**config.mk**
```make
export PLATFORM = sky130hd
export DESIGN_NAME = x86_reg_writeback_ctrl
export DESIGN_NICKNAME = d
export VERILOG_FILES = /design/src/rtl/x86_core_pkg.sv /design/src/rtl/wb_sync_fifo.sv /design/src/rtl/x86_reg_writeback_ctrl.sv
export SDC_FILE = /design/constraint.sdc
export NUM_CORES = 1
export LEC_CHECK = 0
export ABC_AREA = 1
export BUFFER_PORTS_ARGS = -buffer_cell sky130_fd_sc_hd__clkbuf_2
export CORE_ASPECT_RATIO = 2
export CORE_MARGIN = 3
export CORE_UTILIZATION = 54
export CTS_CLUSTER_DIAMETER = 50
export DETAILED_ROUTE_END_ITERATION = 7
export PLACE_DENSITY = 0.76
export SLEW_MARGIN = 0
export SYNTH_ARGS = -nofsm -noshare
export SYNTH_HDL_FRONTEND = slang
export SYNTH_SLANG_ARGS = --single-unit
export TNS_END_PERCENT = 1
```
**constraint.sdc**
```tcl
create_clock -name clk -period 3.58 [get_ports clk]
set_input_delay 1.074 -clock clk [delete_from_list [all_inputs] [get_ports clk]]
set_output_delay 1.074 -clock clk [all_outputs]
set_load 0.1 [all_outputs]
```
**src/rtl/x86_core_pkg.sv**
```systemverilog
// Shared x86 core types: register file geometry, writeback request payload,
// writeback FSM states and architectural register indices.
package x86_core_pkg;

  localparam int unsigned REG_ADDR_W = 3;
  localparam int unsigned REG_DATA_W = 8;
  localparam int unsigned NUM_REGS   = 1 << REG_ADDR_W;

  localparam logic [REG_ADDR_W-1:0] AX = 3'd0;
  localparam logic [REG_ADDR_W-1:0] BX = 3'd1;
  localparam logic [REG_ADDR_W-1:0] CX = 3'd2;
  localparam logic [REG_ADDR_W-1:0] DX = 3'd3;
  localparam logic [REG_ADDR_W-1:0] SI = 3'd4;
  localparam logic [REG_ADDR_W-1:0] DI = 3'd5;
  localparam logic [REG_ADDR_W-1:0] BP = 3'd6;
  localparam logic [REG_ADDR_W-1:0] SP = 3'd7;

  typedef struct packed {
    logic [REG_ADDR_W-1:0]   addr;
    logic [2*REG_DATA_W-1:0] data;
    logic                    wide;
  } wb_req_t;

  typedef enum logic [1:0] {
    IDLE    = 2'd0,
    NARROW  = 2'd1,
    WIDE_LO = 2'd2,
    WIDE_HI = 2'd3
  } wb_state_e;

  // High half of a wide write goes to the next register, wrapping at the top.
  function automatic logic [REG_ADDR_W-1:0] next_reg(input logic [REG_ADDR_W-1:0] a);
    return a + REG_ADDR_W'(1);
  endfunction

endpackage

```
**src/rtl/wb_sync_fifo.sv**
```systemverilog
// Synchronous FIFO of writeback requests; also exposes every slot and its
// valid bit so the owner can decode which registers have queued writes.
module wb_sync_fifo
  import x86_core_pkg::*;
#(
  parameter int unsigned DEPTH = 4
) (
  input  logic                     clk,
  input  logic                     rst,
  input  logic                     push,
  input  logic                     pop,
  input  wb_req_t                  push_data,
  output wb_req_t                  head,
  output logic                     full,
  output logic                     empty,
  output logic [$clog2(DEPTH):0]   count,
  output logic [DEPTH-1:0]         entry_valid,
  output wb_req_t [DEPTH-1:0]      entries
);

  localparam int unsigned IDX_W = $clog2(DEPTH);
  localparam int unsigned PTR_W = IDX_W + 1;

  logic [PTR_W-1:0]    wptr_q, wptr_d, rptr_q, rptr_d;
  wb_req_t [DEPTH-1:0] mem_q, mem_d;
  logic                do_push, do_pop;
  logic [IDX_W-1:0]    offset;

  // A push on a full FIFO is refused even if a pop happens the same cycle.
  always_comb begin
    count   = wptr_q - rptr_q;
    full    = (count == PTR_W'(DEPTH));
    empty   = (wptr_q == rptr_q);
    do_push = push && !full;
    do_pop  = pop && !empty;
    wptr_d  = wptr_q + PTR_W'(do_push);
    rptr_d  = rptr_q + PTR_W'(do_pop);
    mem_d   = mem_q;
    if (do_push) mem_d[wptr_q[IDX_W-1:0]] = push_data;
    head    = mem_q[rptr_q[IDX_W-1:0]];
    entries = mem_q;
    offset  = '0;
    entry_valid = '0;
    for (int i = 0; i < int'(DEPTH); i++) begin
      offset         = IDX_W'(i) - rptr_q[IDX_W-1:0];
      entry_valid[i] = (PTR_W'(offset) < count);
    end
  end

  always_ff @(posedge clk) begin
    if (rst) begin
      wptr_q <= '0;
      rptr_q <= '0;
    end else begin
      wptr_q <= wptr_d;
      rptr_q <= rptr_d;
    end
  end

  always_ff @(posedge clk) begin
    mem_q <= mem_d;
  end

endmodule

```
**src/rtl/x86_reg_writeback_ctrl.sv**
```systemverilog
// Writeback controller: queues execute/load results and drains them one byte
// per cycle onto the register file write port, splitting wide results in two.
module x86_reg_writeback_ctrl
  import x86_core_pkg::*;
#(
  parameter int unsigned DEPTH  = 4,
  parameter int unsigned ADDR_W = REG_ADDR_W,
  parameter int unsigned DATA_W = REG_DATA_W
) (
  input  logic                 clk,
  input  logic                 rst,
  input  logic                 wb_valid,
  output logic                 wb_ready,
  input  logic [ADDR_W-1:0]    wb_addr,
  input  logic [2*DATA_W-1:0]  wb_data,
  input  logic                 wb_wide,
  output logic [ADDR_W-1:0]    write_addr,
  output logic [DATA_W-1:0]    write_data,
  output logic                 write_enable,
  output logic [(1<<ADDR_W)-1:0] pending_mask,
  output logic                 busy
);

  wb_req_t             push_req, head;
  wb_req_t [DEPTH-1:0] ents;
  logic [DEPTH-1:0]    ent_v;
  logic                fifo_full, fifo_empty, pop;
  logic [$clog2(DEPTH):0] fifo_count;

  wb_state_e         state_q, state_d;
  logic              we_q, we_d;
  logic [ADDR_W-1:0] waddr_q, waddr_d, hi_addr_q, hi_addr_d;
  logic [DATA_W-1:0] wdata_q, wdata_d, hi_data_q, hi_data_d;

  assign push_req = '{addr: wb_addr, data: wb_data, wide: wb_wide};

  wb_sync_fifo #(.DEPTH(DEPTH)) u_fifo (
    .clk        (clk),
    .rst        (rst),
    .push       (wb_valid),
    .pop        (pop),
    .push_data  (push_req),
    .head       (head),
    .full       (fifo_full),
    .empty      (fifo_empty),
    .count      (fifo_count),
    .entry_valid(ent_v),
    .entries    (ents)
  );

  // NARROW and WIDE_HI mean "last byte of a request is on the port", so they
  // share IDLE's pop logic and chain back-to-back without a bubble.
  always_comb begin
    state_d   = state_q;
    we_d      = 1'b0;
    waddr_d   = waddr_q;
    wdata_d   = wdata_q;
    hi_addr_d = hi_addr_q;
    hi_data_d = hi_data_q;
    pop       = 1'b0;
    if (state_q == WIDE_LO) begin
      we_d    = 1'b1;
      waddr_d = hi_addr_q;
      wdata_d = hi_data_q;
      state_d = WIDE_HI;
    end else if (!fifo_empty) begin
      pop       = 1'b1;
      we_d      = 1'b1;
      waddr_d   = head.addr;
      wdata_d   = head.data[DATA_W-1:0];
      hi_addr_d = next_reg(head.addr);
      hi_data_d = head.data[2*DATA_W-1:DATA_W];
      state_d   = head.wide ? WIDE_LO : NARROW;
    end else begin
      state_d = IDLE;
    end
  end

  always_ff @(posedge clk) begin
    if (rst) begin
      state_q   <= IDLE;
      we_q      <= 1'b0;
      waddr_q   <= '0;
      wdata_q   <= '0;
      hi_addr_q <= '0;
      hi_data_q <= '0;
    end else begin
      state_q   <= state_d;
      we_q      <= we_d;
      waddr_q   <= waddr_d;
      wdata_q   <= wdata_d;
      hi_addr_q <= hi_addr_d;
      hi_data_q <= hi_data_d;
    end
  end

  // Registers still owed a write: queued entries, the port, and a pending hi byte.
  always_comb begin
    pending_mask = '0;
    for (int i = 0; i < int'(DEPTH); i++) begin
      if (ent_v[i]) begin
        pending_mask[ents[i].addr] = 1'b1;
        if (ents[i].wide) pending_mask[next_reg(ents[i].addr)] = 1'b1;
      end
    end
    if (we_q) pending_mask[waddr_q] = 1'b1;
    if (state_q == WIDE_LO) pending_mask[hi_addr_q] = 1'b1;
  end

  assign wb_ready     = !fifo_full;
  assign busy         = (fifo_count != '0) || (state_q != IDLE);
  assign write_enable = we_q;
  assign write_addr   = waddr_q;
  assign write_data   = wdata_q;

endmodule

```
==> results.ini <==
[run_status]
status=finished with violations
violations=setup timing

[floorplan]
core_um2=10100
io_pins=45
start_util_pct=55.4
die_y_um=150
die_x_um=78.1
die-area_um2=11700
num_rows=52

[route]
routed_wl_um=13700
drtAntennaViolNets=0
drt-wirelength-per-cell_um=16.1
vias=4592
post-route-drc-count=0
vias_per_cell=5.40
drtPass1Iterations=5
drt_iter0_drc=264

[setup_path]
reg2reg_to=u_fifo.wptr_q[2]
crit_required_ps=2510
rr_startpoint=u_fifo.wptr_q[0]
crit_path_end=pending_mask[6]
r2r_slack_ps=1080
r2r_cells=15
path_max_fanout=7
crit_start=u_fifo.wptr_q[0]
critPathArrivalTime_ps=2570
endpoint_kind=primary output
start_kind=flip-flop
worstSetupPathType=reg -> out

[clock_tree]
cts.sinks=111
clk_latency_ps=340
cts_tree=built
clkTransAtPathRegs_ps=70
cts_max_level=3
cts_root_buf=clkbuf_16
cts_max_path_buffers=2
cts_buffers=9

[synth]
synth-seq-area-share_pct=53.8
syn_area_per_cell_um2=8.53
yosysTopAreaCell=edfxtp_1
synthMuxAreaShare_pct=0
synth_top_family_by_area=simple AND/OR/NAND/NOR gates
synth-xor-area-share_pct=0.623
synthTopCellsByArea=edfxtp_1 43%, nand2_1 15%, dfxtp_1 11%, nand3_1 5.9%, nor2_1 4.5%
synth_simple_gate_area_share_pct=27.8
yosysWarnings=0
synth_cell_types=35
synth_adder_area_share_pct=3.92
synthCells=659
synth_top_area_share_pct=42.7
synth_compound_area_share_pct=7.28
syn_area_um2=5620
syn-num-nets=699
synth_seq_cells=111

[global_route]
antenna_found_initial=0
track_usage_pct=24.8
grt_pass1_vias=4672
grt_overflow=0
grt_max_degree=21
grt_pass1_wl_um=22100

[finish]
syn2layout_area_growth_pct=15.8
nNetsFinal=751
diodes=0
drive_gt1_share_pct=15.4
fillerInstances=874
fin_util_pct=64.1

[sta]
skew_ps=5.61
period_share_pct=102
period_needed_ps=3640
final_max_slew_viol_count=0
setup_violations=7
worstMarginPinSlew_ps=586
rsz0062_at_grt=true
fmaxAchievable_mhz=275
final-hold-violation-count=0
worst_slack_ps=-61.8
slew_headroom_pct=60.9

[place]
dp_hpwl_um=10200
io_buffers=44
gp_congestion=0.962

[run]
drv_cap=0

[hold_path]
hold_class=reg -> reg

area by class of cell:
class / count / area, µm² / share of cell area (%)
inverter: 69 / 259 / 3.98
tap: 135 / 169 / 2.60
sequential: 111 / 3030 / 46.5
clock buffer: 9 / 225 / 3.46
multi-input combinational: 461 / 2280 / 35.0
timing repair buffer: 59 / 453 / 6.96
clock inverter: 7 / 100 / 1.54
worst max-delay path, cell delays in order, from the launching register on:
cell and delay, ps:
dfxtp_2 330, inv_2 70, ha_4 130, inv_2 40, fa_1 480, inv_2 60, ha_1 270, inv_1 40
o21bai_1 180, nand2_2 150, nand2_1 100, nand2_1 50, nor2_1 80, nand2_1 90, buf_12 180
metrics by stage:
stage	hold WS, ps	cells	instance area (µm²)	setup slack [ps]	setup TNS [ps]
4_1_cts	517	851	6500	-97.0	-533
5_1_grt	547	851	6510	-216	-1480
2_1_floorplan	477	659	5640	-139	-10020
3_5_place_dp	497	832	6130	137	0
6_report	516	851	6510	-61.8	-297
3_3_place_gp	495	832	6130	209	0
synthesized netlist by cell type:
cell type,number
fa_1,1
buf_6,4
buf_4,2
ha_1,16
nand2_2,6
nand2_1,218
o21bai_1,4
nand4_1,1
o21ai_0,17
xnor2_1,3
xor2_1,1
edfxtp_1,80
o21ai_1,10
a21o_1,1
dfxtp_1,31
nor2_1,68
nor2_8,2
a21oi_1,20
a22oi_1,10
nor4_1,2
buf_1,1
nand3_1,66
o22ai_1,1
inv_1,64
nor2_2,1
clkbuf_1,4
clkinv_1,1
nor2_4,3
buf_2,7
a21oi_2,1
o21ai_2,1
o211ai_1,3
nor3_1,4
inv_2,4
o2111ai_2,1
kinds of logic after synthesis:
family | count (synthesis)
xor+xnor | 4
buf+inv | 87
flops | 111
compound gates | 69
simple gates | 371
fa+ha+maj | 17
flip-flops by register name, indices dropped and copies added, names as in the netlist:
name and count:
u_fifo.entries 80, hi_data_q 8, write_data 8, hi_addr_q 3, u_fifo.rptr_q 3, u_fifo.wptr_q 3
write_addr 3, state_q 2, write_enable 1
cell usage in the layout (no fill, tap or decap), types with 10 or more instances in the layout:
cell / instances
o21ai_0: 17
buf_4: 15
ha_1: 15
inv_1: 61
o21ai_1: 10
a21oi_1: 20
nor2_1: 66
a22oi_1: 10
clkbuf_2: 36
dfxtp_1: 29
nand2_1: 214
nand3_1: 66
edfxtp_1: 80
how the worst min path moves through the flow:
stage                            start      endpoint  slack (ps)  cells after the start
final                     hi_data_q[6]  hi_data_q[6]         520                      2
after CTS                 hi_data_q[4]  hi_data_q[4]         520                      2
after floorplan           hi_data_q[0]  hi_data_q[0]         480                      2
after global routing      hi_data_q[3]  hi_data_q[3]         550                      2
after global placement    hi_data_q[6]  hi_data_q[6]         500                      2
after detailed placement  hi_data_q[6]  hi_data_q[6]         500                      2
repair_timing:
| item | 4_1_cts | 5_1_grt |
|---|---|---|
| hold buffers | 0 | 0 |
| endpoints found under the setup margin | 8 | 8 |
| resized for setup | 11 | 2 |
| pin swaps | 9 | 2 |
| setup buffers | 3 | 0 |
layer usage:
layer	up-vias	part of all wire [%]	track usage (%)
li1	2275	-	-
met1	2123	34	23.5
met2	144	57	48.7
met3	50	3.6	2.46
met4	0	5.2	16.4
met5	-	0	0
Power is not shown: default switching activity piles up to over one toggle a cycle in this logic, so the estimate is an artifact.
